$ cat config.mk
export PLATFORM = sky130hd
export DESIGN_NAME = stream_mux_rr
export DESIGN_NICKNAME = d
export VERILOG_FILES = /design/src/rtl/stream_mux_rr.sv
export SDC_FILE = /design/constraint.sdc
export NUM_CORES = 1
export LEC_CHECK = 0
export ABC_AREA = 1
export ABC_CLOCK_PERIOD_IN_PS = 6200
export BUFFER_PORTS_ARGS = -buffer_cell sky130_fd_sc_hd__buf_2
export CORE_ASPECT_RATIO = 2
export CORE_UTILIZATION = 49
export CTS_CLUSTER_DIAMETER = 50
export DETAILED_ROUTE_END_ITERATION = 6
export GPL_TIMING_DRIVEN = 0
export PLACE_DENSITY = 0.87
export SLEW_MARGIN = 15
export SYNTH_ARGS = -nofsm -noshare
export SYNTH_HDL_FRONTEND = slang
export SYNTH_SLANG_ARGS = --single-unit
$ cat constraint.sdc
create_clock -name clk -period 6.2 [get_ports clk]
set_input_delay 0.31 -clock clk [delete_from_list [all_inputs] [get_ports clk]]
set_output_delay 0.31 -clock clk [all_outputs]
set_load 0.05 [all_outputs]
$ cat src/rtl/stream_mux_rr.sv
`default_nettype none
// ============================================================================
//  Module   : stream_mux_rr
//  Purpose  : N:1 valid/ready streaming multiplexer. It picks one input
//             channel per cycle, either by round-robin arbitration or by a
//             fixed select. The winning word and its channel index go into a
//             single output register stage.
//  Ports    : clk, rst       - clock (rising edge), synchronous active-high
//                              reset
//             in_data        - N packed channels, channel i at [i*WIDTH +: WIDTH]
//             in_valid       - per-channel valid
//             in_ready       - per-channel ready (combinational, one-hot/zero)
//             mode           - 0 = round-robin, 1 = fixed select
//             fix_sel        - channel used when mode = 1
//             out_data       - registered output word
//             out_chan       - registered source channel index
//             out_valid      - output register holds a word
//             out_ready      - downstream accepts the word
//  Revision : 1.0  initial release
// ============================================================================
module stream_mux_rr #(
   parameter int WIDTH = 8,
   parameter int N     = 8,
   parameter int SELW  = 3
) (
   input  logic                 clk,
   input  logic                 rst,
   input  logic [N*WIDTH-1:0]   in_data,
   input  logic [N-1:0]         in_valid,
   output logic [N-1:0]         in_ready,
   input  logic                 mode,
   input  logic [SELW-1:0]      fix_sel,
   output logic [WIDTH-1:0]     out_data,
   output logic [SELW-1:0]      out_chan,
   output logic                 out_valid,
   input  logic                 out_ready
);

   logic [SELW-1:0]  r_ptr;
   logic             w_load_en;
   logic [N-1:0]     w_grant;
   logic             w_any;
   logic [SELW-1:0]  w_idx;
   logic [WIDTH-1:0] w_word;

   // The output register can take a new word when it is empty or being
   // drained this cycle; this gives the out_ready -> in_ready path.
   assign w_load_en = !out_valid || out_ready;

   // Grant selection. Round-robin walks positions ptr, ptr+1, ... (mod N)
   // and takes the first valid one. Fixed mode grants nothing when fix_sel
   // names no existing channel, because no loop index matches it.
   always_comb begin : p_grant
      logic [SELW:0] pos;
      logic          found;
      w_grant = '0;
      pos     = '0;
      found   = 1'b0;
      if (!mode) begin
         for (int k = 0; k < N; k++) begin
            pos = {1'b0, r_ptr} + (SELW+1)'(k);
            if (pos >= (SELW+1)'(N)) begin
               pos = pos - (SELW+1)'(N);
            end
            for (int i = 0; i < N; i++) begin
               if (!found && pos == (SELW+1)'(i) && in_valid[i]) begin
                  w_grant[i] = 1'b1;
                  found      = 1'b1;
               end
            end
         end
      end else begin
         for (int i = 0; i < N; i++) begin
            if (fix_sel == SELW'(i) && in_valid[i]) begin
               w_grant[i] = 1'b1;
            end
         end
      end
   end

   // Encode the one-hot grant into an index and select the matching word.
   always_comb begin : p_select
      w_idx  = '0;
      w_word = '0;
      for (int i = 0; i < N; i++) begin
         if (w_grant[i]) begin
            w_idx  = SELW'(i);
            w_word = in_data[i*WIDTH +: WIDTH];
         end
      end
   end

   assign w_any    = |w_grant;
   assign in_ready = (rst || !w_load_en) ? '0 : w_grant;

   always_ff @(posedge clk) begin
      if (rst) begin
         out_valid <= 1'b0;
         out_data  <= '0;
         out_chan  <= '0;
         r_ptr     <= '0;
      end else if (w_load_en) begin
         if (w_any) begin
            out_valid <= 1'b1;
            out_data  <= w_word;
            out_chan  <= w_idx;
            // Fixed-select transfers leave the round-robin position alone.
            if (!mode) begin
               r_ptr <= (w_idx == SELW'(N-1)) ? '0 : w_idx + SELW'(1);
            end
         end else begin
            // Word drained (or none held) and nothing to load: go empty but
            // keep the last data/channel visible.
            out_valid <= 1'b0;
         end
      end
   end

endmodule
`default_nettype wire
==> impl_metrics.ini <==
[setup_path]
r2r-end = r_ptr[1]
rrSetupSlack_ns = 0.30
cp.arrival_ns = 5.60
ff2ff_path_depth = 45
cp_slowest_cell = dfxtp_4
crit_path_start_kind = register
cp-end-kind = output port
worstPathRequired_ns = 5.89
cpPeakStageDelay_ns = 0.36
r2r-start = r_ptr[1]
crit_type = reg2out
path_max_fanout = 6

[hold_path]
whs_path_depth = 2
hold_path_end = r_ptr[0]
hp-class = in2reg
hp-start = rst

[run_status]
violations = design-rule violations
outcome = complete, but fails checks

[logic_synthesis]
netlist_instances = 549
synth_mux_area_share_pct = 0
syn_avg_cell_area_um2 = 5.499
yosys_warnings = 0
synth-simple-area-share_pct = 66.39
syn_area_mm2 = 0.003019
synth-xor-area-share_pct = 0
ys_seq_elements = 15
yosysSeqAreaShare_pct = 9.946
yosysUniqueCellTypes = 40
syn_nets = 632
synthAdderAreaFrac_pct = 1.658
synth_compound_area_share_pct = 7.211
synth_top_family_by_area = simple AND/OR/NAND/NOR gates

[grt]
grt_pass1_vias = 4011
grt_start_max_net_pins = 11
grt_pass1_wl_um = 18860
grt_overflow_total = 0
grt_use_total_pct = 38.48
antenna_found_initial = 0

[finish]
nNetsFinal = 762
synthToLayoutAreaGrowth_pct = 31.74
mostFrequentLayoutCells = nand2_1, nor2_1, buf_2
finalInstanceArea_mm2 = 0.003978
layout_commonest_cell = nand2_1
drive_gt1_share_pct = 30.09
nFillCells = 576
n_antenna_cell = 0

[flow_run]
max_cap_viol_count = 0

[placed_design]
io_buffers = 97
placed_cell_area_mm2 = 0.003583
gp_congestion = 1.036
dp.final_hpwl_um = 9761

[sta]
final_max_slew_viol_count = 0
period_share_pct = 95.33
finalSetupViolations = 0
rsz0062_at_grt = true
finalHoldWorstSlack_ns = 0.2420
hold_viol_final = 0
fmax_mhz = 169.2
skew_ns = 0.004240
min_period_ns = 5.911
slew_headroom_pct = 44.44
worstMarginPinSlew_ns = 0.8263

[pwr]
p_leak_nw = 1.974
ir_drop_mv = 0.3497
power_density_mw_per_mm2 = 370.7

[clock_network]
h-tree-depth = 1
insertion_delay_ns = 0.25
root_buffer = clkbuf_16
hold_buffers = 0
tritoncts = done
path_clk_slew_ns = 0.05
clockBufferDepth = 2
numCtsBuffers = 3
cts_sinks = 15

[floorplan]
ios = 99
rows = 40
core-area_mm2 = 0.005956
initial_utilization_pct = 50.69
die_w_um = 57.51
die-area_mm2 = 0.006499
dieHeight_um = 113.0

[routing]
drt-pass1-iter-count = 7
drtAntennaViolNets = 0
totalWireLength_um = 12030
wire_per_inst_um = 16.24
vias = 4117
via_per_inst = 5.556
drcViolationCount = 2
drtIter0Drc = 226
-- per-stage QoR --
| step | setup WS [ns] | TNS, ns | power [mW] | utilization [%] | std cells |
|---|---|---|---|---|---|
| 2_1_floorplan | 0.6208 | 0 | 0.9376 | - | 549 |
| 3_3_place_gp | -0.2834 | -0.7838 | 1.180 | 60.17 | 709 |
| 3_5_place_dp | -0.3956 | -1.833 | 1.194 | 60.17 | 709 |
| 4_1_cts | 0.004081 | 0 | 1.429 | 65.25 | 733 |
| 5_1_grt | -0.06556 | -0.08482 | 1.574 | 66.79 | 741 |
| 6_report | 0.2894 | 0 | 1.475 | 66.79 | 741 |
-- where the power goes --
part           internal (mW)  switching (mW)
registers              0.139          0.0267
clock network         0.0862          0.0414
logic                  0.404           0.777
total                  0.629           0.845
-- synthesized netlist by cell type --
cell type / n / share of area [%]
o221ai_1: 1 / 0.29
nand2_1: 140 / 17
a2111oi_0: 1 / 0.29
buf_4: 1 / 0.25
and2_1: 5 / 1.0
nand3_2: 1 / 0.33
nand4_2: 1 / 0.41
nor3_2: 1 / 0.33
nor4_1: 5 / 1.0
a31o_2: 1 / 0.29
o21bai_1: 1 / 0.25
o2111ai_1: 4 / 1.2
o31ai_1: 2 / 0.50
nand4_4: 13 / 9.2
ha_1: 4 / 1.7
inv_1: 97 / 12
nor3_1: 14 / 2.3
a311o_1: 1 / 0.33
o21ai_0: 3 / 0.50
o311ai_0: 1 / 0.29
and2_0: 3 / 0.62
nor2_2: 2 / 0.41
o32ai_1: 2 / 0.58
nand3_4: 1 / 0.58
dfxtp_1: 15 / 9.9
clkinv_1: 1 / 0.12
nand2_4: 2 / 0.75
nor2_1: 121 / 15
a31oi_1: 2 / 0.41
clkbuf_1: 6 / 0.75
a21oi_1: 12 / 2.0
buf_6: 2 / 0.75
buf_2: 3 / 0.50
nor2_4: 15 / 5.6
nand2_2: 8 / 1.7
nand3_1: 27 / 4.5
o21ai_1: 2 / 0.33
nand4_1: 24 / 5.0
inv_2: 3 / 0.37
nand3b_1: 1 / 0.25
-- cell type report --
cell class	count	area (um^2)	share of cell area, %
buffer	12	75.07	1.887
clock buffer	3	75.07	1.887
tap	63	78.83	1.982
timing repair buffer	125	719.4	18.09
sequential	15	309.0	7.770
inverter	101	381.6	9.594
clock inverter	1	5.005	0.1258
multi-input combinational	421	2333	58.67
-- sequential cells by signal, summed over array words and instances (netlist names) --
name and flops:
r_ptr 3, out_data 8, out_valid 1, out_chan 3
-- critical path: cells and delay by family (launching register included) --
| kind | cells | cell delay (ns) |
|---|---|---|
| and+or+nand+nor | 31 | 3.95 |
| DFF | 1 | 0.36 |
| buffers and inverters | 4 | 0.53 |
| adders and majority gates | 1 | 0.18 |
| AOI/OAI and AO/OA | 2 | 0.31 |
-- worst max path at each step --
stage / startpoint / endpoint / slack, ns / depth (start not counted)
2_1_floorplan: r_ptr[1] / in_ready[5] / 0.62 / 40
3_3_place_gp: r_ptr[1] / r_ptr[1] / -0.28 / 45
3_5_place_dp: r_ptr[1] / r_ptr[1] / -0.40 / 45
4_1_cts: r_ptr[1] / r_ptr[1] / 0.004 / 45
5_1_grt: r_ptr[1] / r_ptr[1] / -0.07 / 45
6_report: r_ptr[1] / in_ready[4] / 0.29 / 38
-- layer usage --
| layer | routed length [um] | GRT usage, % | part of all wire [%] | vias to the layer above |
|---|---|---|---|---|
| li1 | - | - | - | 2000 |
| met1 | 3810 | 32.94 | 32 | 1863 |
| met2 | 6440 | 73.72 | 54 | 178 |
| met3 | 550 | 5.829 | 4.6 | 76 |
| met4 | 1230 | 31.38 | 10 | 0 |
| met5 | 0 | 0 | 0 | - |
-- cells by family after synthesis --
kind of cell | after synthesis
adder cells (fa/ha/maj) | 4
AND/OR/NAND/NOR | 384
AO/OA/AOI/OAI | 33
buffers and inverters | 113
flip-flops | 15
-- what timing repair did --
| item | in CTS | in global routing |
|---|---|---|
| endpoints found under the setup margin | 21 | 23 |
| resized for setup | 26 | 14 |
| pin swaps | 18 | 16 |
| gates cloned | 0 | 0 |
| setup buffers | 20 | 8 |
(Power assumes the default switching activity.)
